===== src/rtl/controller_pkg.sv =====
`default_nettype none
// ============================================================================
//  Module      : controller_pkg
//  Description : Shared constants and the ENTDAA target state encoding.
//  Revision    : 1.0 - initial release
// ============================================================================
package controller_pkg;

  // Broadcast address 7'h7E with R/W = 1
  localparam logic [7:0] DaaRsvdByte = 8'hFD;

  typedef logic [3:0] ccc_entdaa_state_e;

  localparam ccc_entdaa_state_e StIdle        = 4'd0;
  localparam ccc_entdaa_state_e StWaitRstart  = 4'd1;
  localparam ccc_entdaa_state_e StRxRsvd      = 4'd2;
  localparam ccc_entdaa_state_e StAckRsvd     = 4'd3;
  localparam ccc_entdaa_state_e StSendPayload = 4'd4;
  localparam ccc_entdaa_state_e StLostArb     = 4'd5;
  localparam ccc_entdaa_state_e StRxAddr      = 4'd6;
  localparam ccc_entdaa_state_e StAckAddr     = 4'd7;
  localparam ccc_entdaa_state_e StNackAddr    = 4'd8;
  localparam ccc_entdaa_state_e StAssigned    = 4'd9;
  localparam ccc_entdaa_state_e StError       = 4'd10;

endpackage
`default_nettype wire


===== src/rtl/i3c_pkg.sv =====
`default_nettype none
// ============================================================================
//  Module      : i3c_pkg
//  Description : Generic I3C bus helpers shared across controller blocks.
//                odd_parity() returns 1 when the byte has an odd number of
//                ones (the T-bit convention used on dynamic-address bytes).
//  Revision    : 1.0 - initial release
// ============================================================================
package i3c_pkg;

  function automatic logic odd_parity(input logic [7:0] data);
    return ^data;
  endfunction

endpackage
`default_nettype wire


===== src/rtl/daa_payload_shifter.sv =====
`default_nettype none
// ============================================================================
//  Module      : daa_payload_shifter
//  Description : Holds the ENTDAA ID payload and a down-counter that selects
//                the bit currently on the bus (MSB first).
//  Ports       : clk_i, rst_i         - clock, sync active-high reset
//                load_payload_i       - capture payload_i
//                payload_i            - ID payload
//                load_count_i         - preset counter to PayloadWidth-1
//                dec_i                - step to the next lower bit
//                bit_o                - payload bit selected by the counter
//                last_o               - counter is at bit 0
//  Revision    : 1.0 - initial release
// ============================================================================
module daa_payload_shifter #(
  parameter int PayloadWidth = 64
) (
  input  logic                    clk_i,
  input  logic                    rst_i,
  input  logic                    load_payload_i,
  input  logic [PayloadWidth-1:0] payload_i,
  input  logic                    load_count_i,
  input  logic                    dec_i,
  output logic                    bit_o,
  output logic                    last_o
);

  localparam int CntW = (PayloadWidth > 1) ? $clog2(PayloadWidth) : 1;

  logic [PayloadWidth-1:0] payload_q, payload_d;
  logic [CntW-1:0]         count_q, count_d;

  always_comb begin
    payload_d = payload_q;
    count_d   = count_q;
    if (load_payload_i) begin
      payload_d = payload_i;
    end
    if (load_count_i) begin
      count_d = CntW'(PayloadWidth - 1);
    end else if (dec_i && (count_q != '0)) begin
      count_d = count_q - CntW'(1);
    end
  end

  always_ff @(posedge clk_i) begin
    if (rst_i) begin
      payload_q <= '0;
      count_q   <= '0;
    end else begin
      payload_q <= payload_d;
      count_q   <= count_d;
    end
  end

  assign bit_o  = payload_q[count_q];
  assign last_o = (count_q == '0);

endmodule
`default_nettype wire


===== src/rtl/ccc_entdaa_target.sv =====
`default_nettype none
// ============================================================================
//  Module      : ccc_entdaa_target
//  Description : Target-side ENTDAA handler. ACKs the 7E/R header, sends the
//                provisional ID under open-drain arbitration, retries after a
//                loss on the next Sr, then receives, parity-checks and latches
//                the dynamic address.
//  Ports       : clk_i/rst_i                      - clock, sync reset
//                payload_i, start_daa_i           - ID payload, ENTDAA pulse
//                done_daa_o                       - pulse on return to idle
//                bus_rx_*                         - byte receiver handshake
//                bus_tx_*                         - bit transmitter handshake
//                bus_rstart_det_i, bus_stop_det_i - Sr / P detectors
//                arbitration_lost_i               - qualifies bus_tx_done_i
//                address_o, address_valid_o       - assigned dynamic address
//                attempts_o                       - arbitration losses so far
//  Revision    : 1.0 - initial release
// ============================================================================
module ccc_entdaa_target
  import controller_pkg::*;
  import i3c_pkg::*;
#(
  parameter int PayloadWidth = 64,
  parameter int MaxAttempts  = 15,
  parameter bit ParityCheck  = 1'b1
) (
  input  logic                    clk_i,
  input  logic                    rst_i,
  input  logic [PayloadWidth-1:0] payload_i,
  input  logic                    start_daa_i,
  output logic                    done_daa_o,
  input  logic [7:0]              bus_rx_data_i,
  input  logic                    bus_rx_done_i,
  output logic                    bus_rx_req_bit_o,
  output logic                    bus_rx_req_byte_o,
  input  logic                    bus_tx_done_i,
  output logic                    bus_tx_req_byte_o,
  output logic                    bus_tx_req_bit_o,
  output logic [7:0]              bus_tx_req_value_o,
  output logic                    bus_tx_sel_od_pp_o,
  input  logic                    bus_rstart_det_i,
  input  logic                    bus_stop_det_i,
  input  logic                    arbitration_lost_i,
  output logic [7:0]              address_o,
  output logic                    address_valid_o,
  output logic [3:0]              attempts_o
);

  ccc_entdaa_state_e state_q, state_d;
  logic [3:0] attempts_q, attempts_d;
  logic [6:0] addr_rx_q, addr_rx_d;
  logic [6:0] address_q, address_d;
  logic       valid_q, valid_d;
  logic       done_q, done_d;

  logic load_payload, load_count, dec_count;
  logic cur_bit, last_bit;
  logic parity_ok;

  daa_payload_shifter #(
    .PayloadWidth (PayloadWidth)
  ) u_shifter (
    .clk_i          (clk_i),
    .rst_i          (rst_i),
    .load_payload_i (load_payload),
    .payload_i      (payload_i),
    .load_count_i   (load_count),
    .dec_i          (dec_count),
    .bit_o          (cur_bit),
    .last_o         (last_bit)
  );

  assign parity_ok = !ParityCheck || odd_parity(bus_rx_data_i);

  always_comb begin
    state_d      = state_q;
    attempts_d   = attempts_q;
    addr_rx_d    = addr_rx_q;
    address_d    = address_q;
    valid_d      = valid_q;
    done_d       = 1'b0;
    load_payload = 1'b0;
    load_count   = 1'b0;
    dec_count    = 1'b0;

    // Stop wins over any other event; it is meaningless while idle.
    if ((state_q != StIdle) && bus_stop_det_i) begin
      state_d = StIdle;
      done_d  = 1'b1;
    end else begin
      case (state_q)
        StIdle: begin
          if (start_daa_i) begin
            state_d      = StWaitRstart;
            load_payload = 1'b1;
            attempts_d   = 4'd0;
            valid_d      = 1'b0;
            address_d    = 7'd0;
          end
        end
        StWaitRstart: begin
          if (bus_rstart_det_i) state_d = StRxRsvd;
        end
        StRxRsvd: begin
          // A wrong header is not NACKed: the target simply stays off the bus.
          if (bus_rx_done_i) begin
            state_d = (bus_rx_data_i == DaaRsvdByte) ? StAckRsvd : StError;
          end
        end
        StAckRsvd: begin
          if (bus_tx_done_i) begin
            load_count = 1'b1;
            state_d    = StSendPayload;
          end
        end
        StSendPayload: begin
          if (bus_tx_done_i) begin
            if (arbitration_lost_i) begin
              state_d = StLostArb;
              if (attempts_q != 4'hF) attempts_d = attempts_q + 4'd1;
            end else if (last_bit) begin
              state_d = StRxAddr;
            end else begin
              dec_count = 1'b1;
            end
          end
        end
        StLostArb: begin
          if (bus_rstart_det_i) begin
            state_d = (32'(attempts_q) < MaxAttempts) ? StRxRsvd : StError;
          end
        end
        StRxAddr: begin
          if (bus_rx_done_i) begin
            addr_rx_d = bus_rx_data_i[7:1];
            state_d   = parity_ok ? StAckAddr : StNackAddr;
          end
        end
        StAckAddr: begin
          if (bus_tx_done_i) begin
            address_d = addr_rx_q;
            valid_d   = 1'b1;
            state_d   = StAssigned;
          end
        end
        StNackAddr: begin
          if (bus_tx_done_i) state_d = StWaitRstart;
        end
        default: ;  // Assigned / Error: wait for Stop
      endcase
    end
  end

  always_ff @(posedge clk_i) begin
    if (rst_i) begin
      state_q    <= StIdle;
      attempts_q <= 4'd0;
      addr_rx_q  <= 7'd0;
      address_q  <= 7'd0;
      valid_q    <= 1'b0;
      done_q     <= 1'b0;
    end else begin
      state_q    <= state_d;
      attempts_q <= attempts_d;
      addr_rx_q  <= addr_rx_d;
      address_q  <= address_d;
      valid_q    <= valid_d;
      done_q     <= done_d;
    end
  end

  // Requests are pure state decodes, so they drop the cycle after the done
  // that moves the FSM on.
  always_comb begin
    bus_rx_req_byte_o = 1'b0;
    bus_tx_req_bit_o  = 1'b0;
    bus_tx_req_value_o = 8'h00;
    case (state_q)
      StRxRsvd, StRxAddr: bus_rx_req_byte_o = 1'b1;
      StAckRsvd, StAckAddr: bus_tx_req_bit_o = 1'b1;
      StSendPayload: begin
        bus_tx_req_bit_o      = 1'b1;
        bus_tx_req_value_o[0] = cur_bit;
      end
      StNackAddr: begin
        bus_tx_req_bit_o      = 1'b1;
        bus_tx_req_value_o[0] = 1'b1;
      end
      default: ;
    endcase
  end

  assign bus_rx_req_bit_o   = 1'b0;
  assign bus_tx_req_byte_o  = 1'b0;
  assign bus_tx_sel_od_pp_o = 1'b0;
  assign done_daa_o         = done_q;
  assign address_o          = {1'b0, address_q};
  assign address_valid_o    = valid_q;
  assign attempts_o         = attempts_q;

endmodule
`default_nettype wire


===== config.mk =====
export PLATFORM = sky130hd
export DESIGN_NAME = ccc_entdaa_target
export DESIGN_NICKNAME = d
export VERILOG_FILES = /design/src/rtl/controller_pkg.sv /design/src/rtl/i3c_pkg.sv /design/src/rtl/daa_payload_shifter.sv /design/src/rtl/ccc_entdaa_target.sv
export SDC_FILE = /design/constraint.sdc
export NUM_CORES = 1
export LEC_CHECK = 0
export ABC_AREA = 1
export CELL_PAD_IN_SITES_DETAIL_PLACEMENT = 0
export CELL_PAD_IN_SITES_GLOBAL_PLACEMENT = 1
export CORE_MARGIN = 5
export CORE_UTILIZATION = 38
export DETAILED_ROUTE_END_ITERATION = 16
export PLACE_DENSITY_LB_ADDON = 0.12
export RECOVER_POWER = 25
export SLEW_MARGIN = 20
export SYNTH_ARGS = -nofsm -noshare
export SYNTH_HDL_FRONTEND = slang
export SYNTH_HIERARCHICAL = 1
export SYNTH_SLANG_ARGS = --single-unit

===== constraint.sdc =====
create_clock -name clk_i -period 3.8 [get_ports clk_i]
set_input_delay 0.57 -clock clk_i [delete_from_list [all_inputs] [get_ports clk_i]]
set_output_delay 0.57 -clock clk_i [all_outputs]
set_load 0.01 [all_outputs]

After elaboration in Yosys (flattened, before gate mapping)
Index checks and enable logic that the tools add are counted.

storage, ports and cells
  bits in registers = 94
  output and inout bits = 27
  word-level logic and storage cells = 98

operators by class
  add/sub/neg operators = 2
  $lt $le $gt $ge = 2
  equality and inequality tests = 22
  mux-type cells = 45
  bitwise gates (word level) = 1
  reduce and logical (&&, ||, !) cells = 18

operator list
  cell                                                count
  2-to-1 mux 4 bit                                    18
  case mux 4 bit (9 select lines)                     1
  != test 2 bit, second input constant                11
  2-to-1 mux 1 bit                                    17
  == test 4 x 3 -> 1 bit, second input constant       4
  2-to-1 mux 7 bit                                    2
  case mux 7 bit (2 select lines)                     1
  2-to-1 mux 6 bit                                    2
  AND reduction 11 bit                                1
  nonzero test 9 bit                                  1
  == test 4 x 2 -> 1 bit, second input constant       2
  == test 8 bit, second input constant                1
  case mux 4 bit (2 select lines)                     1
  parity 8 bit                                        1
  < comparator 6 x 7 -> 1 bit, second input constant  1
  binary-select mux 1 bit (select 6 bit)              1
  zero test 6 bit                                     1
  AND reduction 6 bit                                 1
  nonzero test 2 bit                                  3
  nonzero test 6 bit                                  1
  subtractor 6 x 1 -> 6 bit, second input constant    1
  adder 4 x 1 -> 4 bit, second input constant         1
  == test 4 x 1 -> 1 bit, second input constant       1
  == test 4 bit, second input constant                1
  other kinds (12)                                    15

Depth between registers and ports, before layout
  depth after elaboration = 9
  mapped depth = 14

Hierarchy
Netlist, hierarchy kept.

modules (own cells, without submodules)
  module               times used  cells each  area an instance (um^2)  sequential area each (um^2)
  daa_payload_shifter  1           475         3,260.6                  1,401.3
  ccc_entdaa_target    1           232         1,564.0                  480.5

Worst setup path after synthesis
No wires, ideal clock.

  kind = register -> register
  from = register u_shifter.count_q[1]
  to = register u_shifter.count_q[1]
  setup time = 0.115 ns
  data arrival time = 1.717 ns
  required time = 3.685 ns
  slack = 1.968 ns
  cell stages (with the launch flop) = 15
  path buffers = 2
  cells stage by stage = dfxtp_1 > buf_6 > inv_2 > buf_6 > ha_1 > nand4_2 > inv_1 > nor2_1 > nand3_1 > nor3_1 > nand2_2 > nand2_2 > nor2_1 > o21ai_0 > inv_1

between the ends
  word-level cells in the longest chain between the ends = 8
  elaborated cells on any way between the ends = 12

ends and longest elaborated chain
  element                       RTL line                   RTL
  from (decl)                   daa_payload_shifter.sv:31  logic [CntW-1:0] count_q, count_d;
  from (signal assigned)        daa_payload_shifter.sv:52  count_q <= count_d;
  zero test 6 bit               daa_payload_shifter.sv:57  assign last_o = (count_q == '0);
  named net last_bit            ccc_entdaa_target.sv:57    logic cur_bit, last_bit;
  2-to-1 mux 1 bit              ccc_entdaa_target.sv:121   end else if (last_bit) begin
  2-to-1 mux 1 bit              ccc_entdaa_target.sv:118   if (arbitration_lost_i) begin
  2-to-1 mux 1 bit              ccc_entdaa_target.sv:117   if (bus_tx_done_i) begin
  2-to-1 mux 1 bit              ccc_entdaa_target.sv:91    case (state_q)
  2-to-1 mux 1 bit              ccc_entdaa_target.sv:87    if ((state_q != StIdle) && bus_stop_det_i) begin
  named net dec_count           ccc_entdaa_target.sv:56    logic load_payload, load_count, dec_count;
  logical AND 1 bit             daa_payload_shifter.sv:41  end else if (dec_i && (count_q != '0)) begin
  nonzero test 2 bit (no line)  --

The timed path passes the listed nets, and every way through them passes these cells. The select of a mux whose other input is x is not followed.
A chain may end at the register's enable or synchronous reset.

Worst setup path after layout
  from = register u_shifter.count_q[2]
  to = output bus_tx_req_value_o[0]

between the ends
  word-level cells in the longest chain between the ends = 3

ends and longest elaborated chain
  element                                 RTL line                   RTL
  binary-select mux 1 bit (select 6 bit)  daa_payload_shifter.sv:56  assign bit_o = payload_q[count_q];
  2-to-1 mux 1 bit (not written as such)  daa_payload_shifter.sv:56
  named net cur_bit                       ccc_entdaa_target.sv:57
  case mux 1 bit (2 select lines)         ccc_entdaa_target.sv:178   case (state_q)
  to (decl)                               ccc_entdaa_target.sv:39    output logic [7:0] bus_tx_req_value_o,

The timed path passes the listed nets, and every way through them passes these cells. The select of a mux whose other input is x is not followed.

==> flow_summary.yaml <==
floorplan:
  die_w_um: 123
  io_pins: 107
  rows: 41
  die-height_um: 123
  die_area_um2: 15100
  core_um2: 12500
  initial_core_util: 0.385
run_status:
  outcome: "completed"
clock_network:
  numCtsBuffers: 9
  cts_tree: "built"
  hold_buffers: 0
  postCtsSetupRepairBufs: 0
  insertion_delay_ns: 0.34
  cts_htree_levels: 3
  cts.sinks: 94
  clk_pin_slew_ns: 0.06
  cts_max_path_buffers: 2
  root_buffer: "clkbuf_16"
  cts_resized: 0
place:
  dp_cells: 947
  placement.io_buffers: 95
  place.gp.congestion: 0.886
  dp_hpwl_um: 9330
logic_synthesis:
  synthCells: 707
  seq_area_frac_synth: 0.390
  synth.distinct_cells: 32
  yosys.area.top_type: "dfxtp_1"
  yosysWarnings: 6
  synthTopCellsByArea: "dfxtp_1, nor2_1, nand2_1, o21ai_0, a21oi_1"
  synth_area_per_cell_um2: 6.82
  synth.ff_latch_count: 94
  synth_top_area_share: 0.390
  synth_area_um2: 4820
critical_path:
  critPathLaunchType: "flop"
  crit_path_frequent_cell: "nand2_1"
  crit_family: "simple AND/OR/NAND/NOR gates"
  path_buf_inv: 2
  worstPathMaxFanout: 9
  crit_required_ns: 3.23
  criticalPathCategory: "reg -> out"
  cpPeakStageDelay_ns: 0.61
  cp_slowest_cell: "dfxtp_1"
  ff2ff_path_depth: 8
  crit_chain: "inv_1 -> nor2_1 -> nand3_1 -> nand2_1 -> nor2_1 -> nand2_1 -> nand3_1 -> nand2_1 -> nand2_1 -> nand2_1 -> clkdlybuf4s50_1"
  cp-end-kind: "primary output"
  cp.depth: 11
  crit_arrival_ns: 2.55
power:
  ir_drop_v: 0.000287
  power.density_nw_per_um2: 575
  p_leak_nw: 2.58
timing:
  finalSetupViolations: 0
  fmax_ghz: 0.320
  max-slew-margin-rel: 0.495
  skew_ns: 0.00548
  finalCritPeriodShare: 0.822
  setup_tns_ns: 0
  rsz0062_at_grt: "no"
  timing.final.crit_period_ns: 3.12
  finalHoldViolCount: 0
  slew_violations: 0
  tightestPinTransition_ns: 0.757
global_routing:
  grt_usage: 0.176
  overflow: 0
  grt_start_max_net_pins: 40
  grt_pass1_vias: 4316
  antenna_found_initial: 0
  grt_pass1_wl_um: 21000
cells_and_area:
  area_growth_pct: 25.8
  fin_nets: 873
  drive_above_1_share: 0.0569
  num_antenna_cells: 0
  fin_cells: 963
run:
  cap_violations: 0
route:
  drt-wirelength-per-cell_um: 13.1
  drtIter0Drc: 343
  post-route-drc-count: 0
  ant_nets: 0
  vias: 4524
  first_pass_iters: 5
  finalWirelength_um: 12600
  vias_per_cell: 4.70
hold_path:
  hold_class: "reg -> reg"
  holdPathStages: 2
registers in the layout, summed over array words and instances (netlist names):
register / cells
address_q: 7
state_q: 4
u_shifter/count_q: 6
done_daa_o: 1
u_shifter/payload_q: 64
addr_rx_q: 7
address_valid_o: 1
attempts_o: 4
power by group:
| part | total (W) | switching [W] | internal (W) |
|---|---|---|---|
| registers | 0.00141 | 0.000138 | 0.00127 |
| logic | 0.00114 | 0.000721 | 0.000421 |
| clock network | 0.000939 | 0.000373 | 0.000566 |
| total | 0.00349 | 0.00123 | 0.00225 |
cell type report:
class / count / area [µm²]
clock inverter: 2 / 38.8
sequential: 94 / 1880
timing repair buffer: 103 / 1010
fill: 1366 / 6450
multi-input combinational: 502 / 2360
clock buffer: 14 / 274
inverter: 76 / 289
tap: 172 / 215
cells by family (layout without fill, tap and decap cells):
group	Yosys count	in the layout	share of synthesized area
other	1	11	0.000777
AND/OR/NAND/NOR	333	333	0.309
XOR/XNOR	4	4	0.00726
buffers and inverters	121	195	0.119
AO/OA/AOI/OAI	147	147	0.156
adder cells (fa/ha/maj)	7	7	0.0182
flip-flops	94	94	0.390
placed cells by master (no fill, tap or decap), drive strengths merged:
cell,netlist,final
o21ai,82,82
clkinv,0,1
o211ai,5,5
dfxtp,94,94
nand4,4,4
clkbuf,15,14
nand2,130,130
o31ai,1,1
nor2,135,135
nor3,4,4
inv,76,75
clkdlybuf4s50,0,88
a21oi,57,57
conb,1,11
bufinv,0,1
buf,30,8
dlygate4sd3,0,7
o21bai,1,1
xor2,3,3
nor3b,1,1
a31oi,1,1
clkinvlp,0,1
nand3,59,59
xnor2,1,1
ha,7,7
Yosys cell counts:
cell and number:
nor2_1 127, nand2_1 120, dfxtp_1 94, o21ai_0 75, inv_1 71, a21oi_1 57
nand3_1 54, buf_4 15, clkbuf_1 15, buf_2 9, ha_1 7, nand2_2 7
o21ai_1 7, buf_6 6, nand3_2 5, o211ai_1 5, nor3_1 4, inv_2 3
nand2_4 3, nand4_1 3, nor2_4 3, nor2_8 3, xor2_1 3, inv_4 2
nor2_2 2, a31oi_1 1, conb_1 1, nand4_2 1, nor3b_1 1, o21bai_1 1
o31ai_1 1, xnor2_1 1
layer usage:
| metal | global-route usage | wire length (µm) | vias up |
|---|---|---|---|
| li1 | - | - | 2406 |
| met1 | 0.270 | 6670 | 1960 |
| met2 | 0.236 | 4930 | 140 |
| met3 | 0.0392 | 777 | 18 |
| met4 | 0.0665 | 206 | 0 |
| met5 | 0 | 0 | - |
stage by stage:
step                utilization  power [W]  hold WS, ns  setup WS (ns)  area, µm²
floorplan                     -    0.00226        0.424           1.97       4860
global placement          0.464    0.00261        0.438          0.983       5810
detailed placement        0.464    0.00262        0.440          0.982       5810
CTS                       0.489    0.00357        0.450          0.572       6120
global route              0.485    0.00377        0.463          0.313       6070
finish                    0.485    0.00349        0.447          0.677       6070
worst min-delay path: cells and delay by family (launching register included):
family / cells / cell delay (ns)
flip-flops: 1 / 0.31
buffers and inverters: 1 / 0.05
AO/OA/AOI/OAI: 1 / 0.05
path summary, 6_finish.rpt:
check	end	startpoint	slack, ns
setup / recovery	bus_tx_req_value_o[0]	u_shifter/count_q[2]	0.68
hold / removal	addr_rx_q[1]	addr_rx_q[1]	0.45
setup reg to reg	address_q[0]	state_q[3]	1.17
hold reg to reg	addr_rx_q[1]	addr_rx_q[1]	0.45
No activity file was read; power rests on OpenSTA's default activity.
